`src/rtl/ysyx_22050550_mul_booth_r4_if.sv`:
```
// Request/result handshake bundle between the EXU and the radix-4 Booth multiplier.
interface ysyx_22050550_mul_booth_r4_if #(
    parameter int XLEN = 64
);
    logic            in_valid;
    logic            in_ready;
    logic            in_word;
    logic [1:0]      in_sign;
    logic [XLEN-1:0] in_a;
    logic [XLEN-1:0] in_b;
    logic            flush;
    logic            out_valid;
    logic            out_ready;
    logic [XLEN-1:0] result_hi;
    logic [XLEN-1:0] result_lo;

    modport master (
        output in_valid, in_word, in_sign, in_a, in_b, flush, out_ready,
        input  in_ready, out_valid, result_hi, result_lo
    );

    modport slave (
        input  in_valid, in_word, in_sign, in_a, in_b, flush, out_ready,
        output in_ready, out_valid, result_hi, result_lo
    );
endinterface

```
`src/rtl/ysyx_22050550_mul_booth_r4.sv`:
```
// Iterative radix-4 Booth multiplier, one digit per cycle, full 2*XLEN product.
// Optional early termination when YSYX_22050550_MUL_EARLYEXIT_EN is defined.
module ysyx_22050550_mul_booth_r4 #(
    parameter int XLEN = 64,
    parameter int WLEN = XLEN / 2
) (
    input  logic                              clock,
    input  logic                              reset,
    ysyx_22050550_mul_booth_r4_if.slave       mul
);
    // The two guard bits above 2*XLEN never reach the result, so ACC/M are
    // kept modulo 2^(2*XLEN); the low bits are unaffected by the truncation.
    localparam int AW = 2 * XLEN;
    localparam int QW = XLEN + 2;
    localparam int CW = $clog2(XLEN / 2 + 2);
    localparam logic [CW-1:0] N_FULL = CW'(XLEN / 2 + 1);
    localparam logic [CW-1:0] N_WORD = CW'(WLEN / 2 + 1);

    localparam logic [1:0] S_IDLE = 2'd0;
    localparam logic [1:0] S_BUSY = 2'd1;
    localparam logic [1:0] S_DONE = 2'd2;

    logic [1:0]      state_q, state_d;
    logic [AW-1:0]   acc_q, acc_d;
    logic [AW-1:0]   m_q, m_d;
    logic [QW-1:0]   q_q, q_d;
    logic            prev_q, prev_d;
    logic [CW-1:0]   cnt_q, cnt_d;
    logic [CW-1:0]   n_q, n_d;
    logic            word_q, word_d;
    logic [XLEN-1:0] hi_q, hi_d;
    logic [XLEN-1:0] lo_q, lo_d;

    logic            a_sgn_s, b_sgn_s;
    logic [AW-1:0]   a_ext_s;
    logic [QW-1:0]   b_ext_s;
    logic [AW-1:0]   addend_s;
    logic [QW-1:0]   q_shift_s;
    logic            early_s;

    assign a_sgn_s = mul.in_sign[1];
    assign b_sgn_s = (mul.in_sign == 2'b11);

    // Operand extension; bits above the active width are discarded.
    always_comb begin
        if (mul.in_word) begin
            a_ext_s = {{(AW-WLEN){a_sgn_s & mul.in_a[WLEN-1]}}, mul.in_a[WLEN-1:0]};
            b_ext_s = {{(QW-WLEN){b_sgn_s & mul.in_b[WLEN-1]}}, mul.in_b[WLEN-1:0]};
        end else begin
            a_ext_s = {{(AW-XLEN){a_sgn_s & mul.in_a[XLEN-1]}}, mul.in_a};
            b_ext_s = {{(QW-XLEN){b_sgn_s & mul.in_b[XLEN-1]}}, mul.in_b};
        end
    end

    // Booth digit decode: {Q[1],Q[0],prev} selects 0, +-M or +-2M.
    always_comb begin
        case ({q_q[1:0], prev_q})
            3'b001, 3'b010: addend_s = m_q;
            3'b011:         addend_s = {m_q[AW-2:0], 1'b0};
            3'b100:         addend_s = -{m_q[AW-2:0], 1'b0};
            3'b101, 3'b110: addend_s = -m_q;
            default:        addend_s = {AW{1'b0}};
        endcase
    end

    // Arithmetic shift keeps the upper Q bits equal to the operand sign.
    assign q_shift_s = {{2{q_q[QW-1]}}, q_q[QW-1:2]};

`ifdef YSYX_22050550_MUL_EARLYEXIT_EN
    assign early_s = ((q_shift_s == {QW{1'b0}}) && !q_q[1]) ||
                     ((q_shift_s == {QW{1'b1}}) &&  q_q[1]);
`else
    assign early_s = 1'b0;
`endif

    // Next-state and datapath update.
    always_comb begin
        state_d = state_q;
        acc_d   = acc_q;
        m_d     = m_q;
        q_d     = q_q;
        prev_d  = prev_q;
        cnt_d   = cnt_q;
        n_d     = n_q;
        word_d  = word_q;
        hi_d    = hi_q;
        lo_d    = lo_q;
        case (state_q)
            S_IDLE: begin
                if (mul.in_valid && !mul.flush) begin
                    state_d = S_BUSY;
                    acc_d   = {AW{1'b0}};
                    m_d     = a_ext_s;
                    q_d     = b_ext_s;
                    prev_d  = 1'b0;
                    cnt_d   = {CW{1'b0}};
                    n_d     = mul.in_word ? N_WORD : N_FULL;
                    word_d  = mul.in_word;
                end else begin
                    state_d = S_IDLE;
                end
            end
            S_BUSY: begin
                if (mul.flush) begin
                    state_d = S_IDLE;
                end else if (cnt_q == n_q) begin
                    state_d = S_DONE;
                    if (word_q) begin
                        hi_d = {XLEN{1'b0}};
                        lo_d = {{(XLEN-WLEN){acc_q[WLEN-1]}}, acc_q[WLEN-1:0]};
                    end else begin
                        hi_d = acc_q[AW-1:XLEN];
                        lo_d = acc_q[XLEN-1:0];
                    end
                end else begin
                    acc_d  = acc_q + addend_s;
                    m_d    = {m_q[AW-3:0], 2'b00};
                    q_d    = q_shift_s;
                    prev_d = q_q[1];
                    cnt_d  = early_s ? n_q : cnt_q + {{(CW-1){1'b0}}, 1'b1};
                end
            end
            S_DONE: begin
                if (mul.flush || mul.out_ready) begin
                    state_d = S_IDLE;
                end else begin
                    state_d = S_DONE;
                end
            end
            default: state_d = S_IDLE;
        endcase
    end

    // State and datapath registers with synchronous reset.
    always_ff @(posedge clock) begin
        if (reset) begin
            state_q <= S_IDLE;
            acc_q   <= {AW{1'b0}};
            m_q     <= {AW{1'b0}};
            q_q     <= {QW{1'b0}};
            prev_q  <= 1'b0;
            cnt_q   <= {CW{1'b0}};
            n_q     <= {CW{1'b0}};
            word_q  <= 1'b0;
            hi_q    <= {XLEN{1'b0}};
            lo_q    <= {XLEN{1'b0}};
        end else begin
            state_q <= state_d;
            acc_q   <= acc_d;
            m_q     <= m_d;
            q_q     <= q_d;
            prev_q  <= prev_d;
            cnt_q   <= cnt_d;
            n_q     <= n_d;
            word_q  <= word_d;
            hi_q    <= hi_d;
            lo_q    <= lo_d;
        end
    end

    assign mul.in_ready  = (state_q == S_IDLE);
    assign mul.out_valid = (state_q == S_DONE);
    assign mul.result_hi = hi_q;
    assign mul.result_lo = lo_q;
endmodule
```
`src/flat_wrapper.sv`:
```
// flat-port wrapper written by rule: the top's interface ports become plain ports
module ysyx_22050550_mul_booth_r4_flat 
#(
    parameter int XLEN = 64,
    parameter int WLEN = XLEN / 2
)
  (clock, reset, mul_in_valid, mul_in_word, mul_in_sign, mul_in_a, mul_in_b, mul_flush, mul_out_ready, mul_in_ready, mul_out_valid, mul_result_hi, mul_result_lo);
  ysyx_22050550_mul_booth_r4_if #(.XLEN(XLEN)) mul_i ();
  input  logic clock;
  input  logic reset;
  input wire logic [$bits(mul_i.in_valid)-1:0] mul_in_valid;
  input wire logic [$bits(mul_i.in_word)-1:0] mul_in_word;
  input wire logic [$bits(mul_i.in_sign)-1:0] mul_in_sign;
  input wire logic [$bits(mul_i.in_a)-1:0] mul_in_a;
  input wire logic [$bits(mul_i.in_b)-1:0] mul_in_b;
  input wire logic [$bits(mul_i.flush)-1:0] mul_flush;
  input wire logic [$bits(mul_i.out_ready)-1:0] mul_out_ready;
  output wire logic [$bits(mul_i.in_ready)-1:0] mul_in_ready;
  output wire logic [$bits(mul_i.out_valid)-1:0] mul_out_valid;
  output wire logic [$bits(mul_i.result_hi)-1:0] mul_result_hi;
  output wire logic [$bits(mul_i.result_lo)-1:0] mul_result_lo;
  assign mul_i.in_valid = mul_in_valid;
  assign mul_i.in_word = mul_in_word;
  assign mul_i.in_sign = mul_in_sign;
  assign mul_i.in_a = mul_in_a;
  assign mul_i.in_b = mul_in_b;
  assign mul_i.flush = mul_flush;
  assign mul_i.out_ready = mul_out_ready;
  assign mul_in_ready = mul_i.in_ready;
  assign mul_out_valid = mul_i.out_valid;
  assign mul_result_hi = mul_i.result_hi;
  assign mul_result_lo = mul_i.result_lo;
  ysyx_22050550_mul_booth_r4 #(.XLEN(XLEN), .WLEN(WLEN)) u_core (.clock(clock), .reset(reset), .mul(mul_i));
endmodule
```
`config.mk`:
```
export PLATFORM = sky130hd
export DESIGN_NAME = ysyx_22050550_mul_booth_r4_flat
export DESIGN_NICKNAME = d
export VERILOG_FILES = /design/src/rtl/ysyx_22050550_mul_booth_r4_if.sv /design/src/rtl/ysyx_22050550_mul_booth_r4.sv /design/src/flat_wrapper.sv
export SDC_FILE = /design/constraint.sdc
export NUM_CORES = 2
export LEC_CHECK = 0
export CORE_ASPECT_RATIO = 1.25
export CORE_MARGIN = 1
export CORE_UTILIZATION = 48
export DETAILED_ROUTE_END_ITERATION = 8
export HOLD_SLACK_MARGIN = 0.03
export MAX_ROUTING_LAYER = met4
export PLACE_DENSITY = 0.75
export SYNTH_ARGS = -nofsm -noshare
export SYNTH_HDL_FRONTEND = slang
export SYNTH_SLANG_ARGS = --single-unit
export TNS_END_PERCENT = 100
```
`constraint.sdc`:
```
create_clock -name clock -period 17.9 [get_ports clock]
set_clock_uncertainty 0.05 [all_clocks]
set_input_delay 4.475 -clock clock [delete_from_list [all_inputs] [get_ports clock]]
set_output_delay 4.475 -clock clock [all_outputs]
set_load 0.1 [all_outputs]
```
Yosys cells after proc, flatten, opt, wreduce, memory -nomap -nowiden
Index checks and enable logic that the tools add are counted.
Widths: inputs -> output; s select.

storage, ports and cells
  input port bits = 136
  logic and storage cells = 77
  register bits after elaboration = 466

cells by class
  add/subtract/negate cells = 4
  reductions and logical operators = 11
  equal/unequal tests = 14
  muxes and demuxes = 31
  bitwise logic cells = 6

operators with widths
  operator             number
  $mux 128             7
  $pmux 128 s2         2
  $pmux 128 s4         1
  $neg 128->128        2
  $mux 66              3
  $pmux 66 s2          1
  $add 128x128->128    1
  $mux 64              2
  $mux 65              1
  $mux 6               4
  $pmux 6 s2           1
  $eq 3x3->1 const B   3
  $add 6x1->6 const B  1
  $eq 3x2->1 const B   2
  $eq 6x6->1           1
  $mux 2               3
  $pmux 2 s3           1
  $reduce_and 3->1     2
  $and 1x1->1          4
  $eq 2x2->1 const B   2
  $mux 1               4
  $ne 2x2->1 const B   2
  $reduce_and 4->1     1
  $reduce_or 2->1      2
  other kinds (12)     13

Depth between registers and ports, before layout
  depth after elaboration = 7
  depth in mapped cells = 27
  depth with buffers taken out = 25

Worst setup path before layout
No wires, ideal clock.

  path kind = flip-flop to output port
  start point = register u_core.state_q[1]
  end point = output port mul_out_valid
  arrival = 1679 ps
  setup slack = 11696 ps
  path buffers = 0
  stages on the path, launching flop included = 3
  cells stage by stage = dfxtp_1 -> inv_1 -> nor2_1

between the ends
  cells in the longest elaborated chain, start to end = 1

RTL lines
  element                   line                               text
  start: declaration        ysyx_22050550_mul_booth_r4.sv:23   logic [1:0] state_q, state_d;
  start signal: assignment  ysyx_22050550_mul_booth_r4.sv:148  state_q <= state_d;
  $eq 2x2->1                ysyx_22050550_mul_booth_r4.sv:162  assign mul.out_valid = (state_q == S_DONE);
  end: declaration          flat_wrapper.sv:19                 output wire logic [$bits(mul_i.out_valid)-1:0] mul_out_valid;

Every way passes these cells.

Final worst setup path
  start point = register u_core.m_q[45]
  end point = register u_core.acc_q[123]

between the ends
  cells in the longest elaborated chain, start to end = 6
  elaborated cells between the ends (all ways) = 7
  classes of those cells = add/sub: 3; mux: 4

RTL lines
  element                                  line                                                                text
  start: declaration                       ysyx_22050550_mul_booth_r4.sv:25                                    logic [AW-1:0] m_q, m_d;
  start signal: assignment                 ysyx_22050550_mul_booth_r4.sv:139                                   m_q <= {AW{1'b0}};
  start signal: assignment                 ysyx_22050550_mul_booth_r4.sv:150                                   m_q <= m_d;
  $neg 128->128, on equally long branches  ysyx_22050550_mul_booth_r4.sv:61, ysyx_22050550_mul_booth_r4.sv:60
  $pmux 128 s4 *                           ysyx_22050550_mul_booth_r4.sv:57                                    case ({q_q[1:0], prev_q})
  $add 128x128->128 *                      ysyx_22050550_mul_booth_r4.sv:116                                   acc_d = acc_q + addend_s;
  $mux 128 *                               ysyx_22050550_mul_booth_r4.sv:106                                   end else if (cnt_q == n_q) begin
  $mux 128 *                               ysyx_22050550_mul_booth_r4.sv:104                                   if (mul.flush) begin
  $pmux 128 s2 *                           ysyx_22050550_mul_booth_r4.sv:88                                    case (state_q)
  end signal: assignment                   ysyx_22050550_mul_booth_r4.sv:138                                   acc_q <= {AW{1'b0}};
  end: declaration                         ysyx_22050550_mul_booth_r4.sv:24                                    logic [AW-1:0] acc_q, acc_d;

Mark *: on every way between the ends. The rest lies on a longest branch, timed or not. The select of a mux whose other input is x is not followed.
A chain may end at the register's enable or synchronous reset.

==> qor.csv <==
stage;metric;value;unit
status;status;finished with violations;
status;violations;design-rule violations;
worst_setup_path;crit_top_cell;o21ai_0;
hold_path;holdPathStages;2;
synth;synth_edf_count;0;
power_and_ir_drop;ir_drop;0.0643;mV
hold_path;holdPathEnd;u_core.mul.result_hi[19];
placement;gp_congestion;1.03;
finish;finalNetCount;4829;
worst_setup_path;worstReg2RegStart;u_core.m_q[45];
timing;timing.fmax;130;MHz
placement;hpwl;83600;um
clock_network;cts_tree;built;
synth;ys_ff_latch;462;
die;io-pin-count;266;
placement;portBuffers;265;
clock_network;postCtsHoldBufs;0;
synth;synth_top_cell_by_area;dfxtp_1;
synth;avgSynthCellArea;7.10;sq um
worst_setup_path;endpoint_kind;flip-flop;
routing;ant_nets;0;
finish;syn_to_final_growth;12.7;%
grt;grt_util_all_layers;0.330;
worst_setup_path;slowest_stage;a2111oi_0;
synth;async_reset_ff_frac;0;
timing;fin_tns_setup;0;ps
hold_path;min_path_type;reg -> reg;
worst_setup_path;cp.arrival;8100;ps
finish;fill_cells;6607;
clock_network;clock_path_buffers;3;
routing;drt_iter0_drc;3290;
die;start_util;0.484;
die;die_w;236;um
routing;route.detailed.drc;1;
routing;dr.pass1.iters;9;
die;die_area;0.0697;sq mm
routing;via_per_inst;6.27;
flow_run;maxCapViolations;0;
synth;yosysMostFrequentCell;nand2_1;
synth;ys_top_cells_by_area;dfxtp_1 (28%), nand2_1 (8.4%), a21oi_1 (7.7%);
worst_setup_path;critPathMaxStageDelay;920;ps
timing;slew_violations;0;
routing;wl_per_cell;21.2;um
synth;synthTopCellsByCount;nand2_1 (735), a21oi_1 (506), dfxtp_1 (462), clkbuf_1 (394), nor2_1 (355);
finish;ff_latch_area;0.00926;sq mm
grt;grt_pass1_vias;31500;
synth;synth.top_cell.area_share;0.281;
clock_network;cts_buffers;50;
die;rows;107;
routing;drt-total-wl;116000;um
worst_setup_path;critical_path_class;reg -> reg;
power_and_ir_drop;p_leak;13.1;nW
clock_network;cts_resized;0;
grt;grt_max_degree;114;
grt;grt_pass1_wl;179000;um
finish;diodes;0;
worst_setup_path;r2r_slack;10230;ps
synth;seq_area_frac_synth;0.281;
worst_setup_path;critPathRequiredTime;18330;ps
finish;multiInputGateArea;0.0218;sq mm
synth;synth_ff_type;dfxtp_1;
timing;rsz0062_at_grt;no;
synth;synth_cells;4636;
grt;antenna_found_initial;0;
synth;syn-cell-area;0.0329;sq mm
worst_setup_path;cp_cell_sequence;or4_4 -> or3_1 -> or4_1 -> nor2_2 -> nand3_1 -> or2_1 -> or3_1 -> nand2_1 -> xor2_1 -> o21ai_0 -> ha_1 -> a21oi_1 -> o21bai_1 -> a21oi_1 -> o21ai_0 -> o21ai_0 -> a2111oi_0 -> a21oi_1 -> o21ai_0 -> a21oi_1 -> xor2_1 -> o21ai_0;
clock_network;clk_latency;610;ps
worst_setup_path;worstRegToRegCells;22;
die;dieHeight;295;um
clock_network;cts.sinks;462;
synth;synthDistinctLibCells;83;
synth;yosys_warnings;0;
clock_network;cts_setup_buffers;0;
die;core_area;0.0680;sq mm
worst_setup_path;startpoint_type;flip-flop;
finish;drive_gt1_frac;0.0433;
timing;worstMarginPinSlew;1320;ps
worst_setup_path;r2r_end;u_core.acc_q[123];
power_and_ir_drop;power;0.00275;W
routing;vias;34300;
clock_network;root_buffer;clkbuf_16;
worst_setup_path;critPathBufInv;0;
timing;fin_crit_sh;0.428;
timing;max_slew_margin;0.120;
synth;syn_nets;4902;
clock_network;htree_num_levels;2;
timing;hold_viol_final;0;
power_and_ir_drop;power.density;74.1;mW/mm^2
worst_setup_path;path_delay_family;simple AND/OR/NAND/NOR gates;
clock_network;clk_pin_slew;60;ps
timing;period_needed;7670;ps
worst_setup_path;cp_max_fo;9;
hold_path;min_from;u_core.mul.result_hi[19];
grt;overflow;0;
timing;setup_violations;0;
per-layer routing:
metal / GRT usage / routed length (um)
met4: 0.216 / 8550
met2: 0.536 / 54600
met1: 0.385 / 45600
met3: 0.0397 / 7300
met5: - / 0
where the power goes:
group          total, W  internal [W]  leakage (nW)  switching [W]
Clock           0.00108      0.000626         0.822       0.000455
Combinational  0.000560      0.000198          8.51       0.000362
Sequential      0.00111       0.00106          3.75      0.0000487
Total           0.00275       0.00188          13.1       0.000866
tightest hold or removal path: cells and delay by family, from the launching register on:
kind | cells | cell delay (ps)
AOI/OAI and AO/OA | 1 | 50
DFF | 1 | 300
and+or+nand+nor | 1 | 50
placed cells by master (no fill, tap or decap), types with 68 or more instances in the layout:
cell and instances:
a21oi_1 506, a22oi_1 79, a31oi_1 97, clkdlybuf4s50_1 264
dfxtp_1 458, ha_1 129, inv_1 70, nand2_1 730
nand3_1 165, nand3b_1 68, nand4_1 73, nor2_1 347
nor3_1 106, o21ai_0 325, or3_1 93, xnor2_1 155
xor2_1 126
sequential cells by signal, indices dropped and copies added, names as in the netlist:
register              flops
u_core.acc_q            128
u_core.cnt_q              6
u_core.m_q              128
u_core.mul.result_hi     64
u_core.mul.result_lo     64
u_core.n_q                3
u_core.prev_q             1
u_core.q_q               66
u_core.state_q            2
layout make-up:
| cell class | count | share of cell area |
|---|---|---|
| Multi-Input combinational cell | 3669 | 0.588 |
| Clock inverter | 23 | 0.00715 |
| Clock buffer | 66 | 0.0381 |
| Sequential cell | 462 | 0.249 |
| Inverter | 74 | 0.00749 |
| Tap cell | 872 | 0.0294 |
| Timing Repair Buffer | 306 | 0.0799 |
cell families (layout without fill, tap and decap cells):
kind of cell               Yosys count  count (layout)  synth area share
AOI/OAI and AO/OA                 1410            1410             0.264
xor gates and xnor gates           281             281            0.0748
adders and majority gates          130             130            0.0496
buffers and inverters              505             469            0.0588
DFF                                462             462             0.281
muxes                               58              58            0.0180
and+or+nand+nor                   1790            1790             0.254
per-stage QoR:
step	hold slack (ps)	util	area (sq um)	setup slack, ps	std cells
after detailed placement	393	0.521	35400	9900	5383
after floorplan	381	-	32900	11700	4636
after global placement	388	0.521	35400	9910	5383
after CTS	400	0.546	37100	10310	5472
final	396	0.546	37100	10230	5472
after global routing	412	0.546	37100	9870	5472
worst max path at each step:
stage                        endpoint  slack [ps]         startpoint  cells after the start
detailed placement   u_core.acc_q[90]        9900          mul_flush                     11
floorplan               mul_out_valid       11700  u_core.state_q[1]                      2
global route        u_core.acc_q[123]        9870     u_core.m_q[24]                     22
finish              u_core.acc_q[123]       10230     u_core.m_q[45]                     22
CTS                 u_core.acc_q[123]       10310     u_core.m_q[45]                     22
global placement     u_core.acc_q[90]        9910          mul_flush                     11
Note: power is estimated with default switching activity, not from simulation.
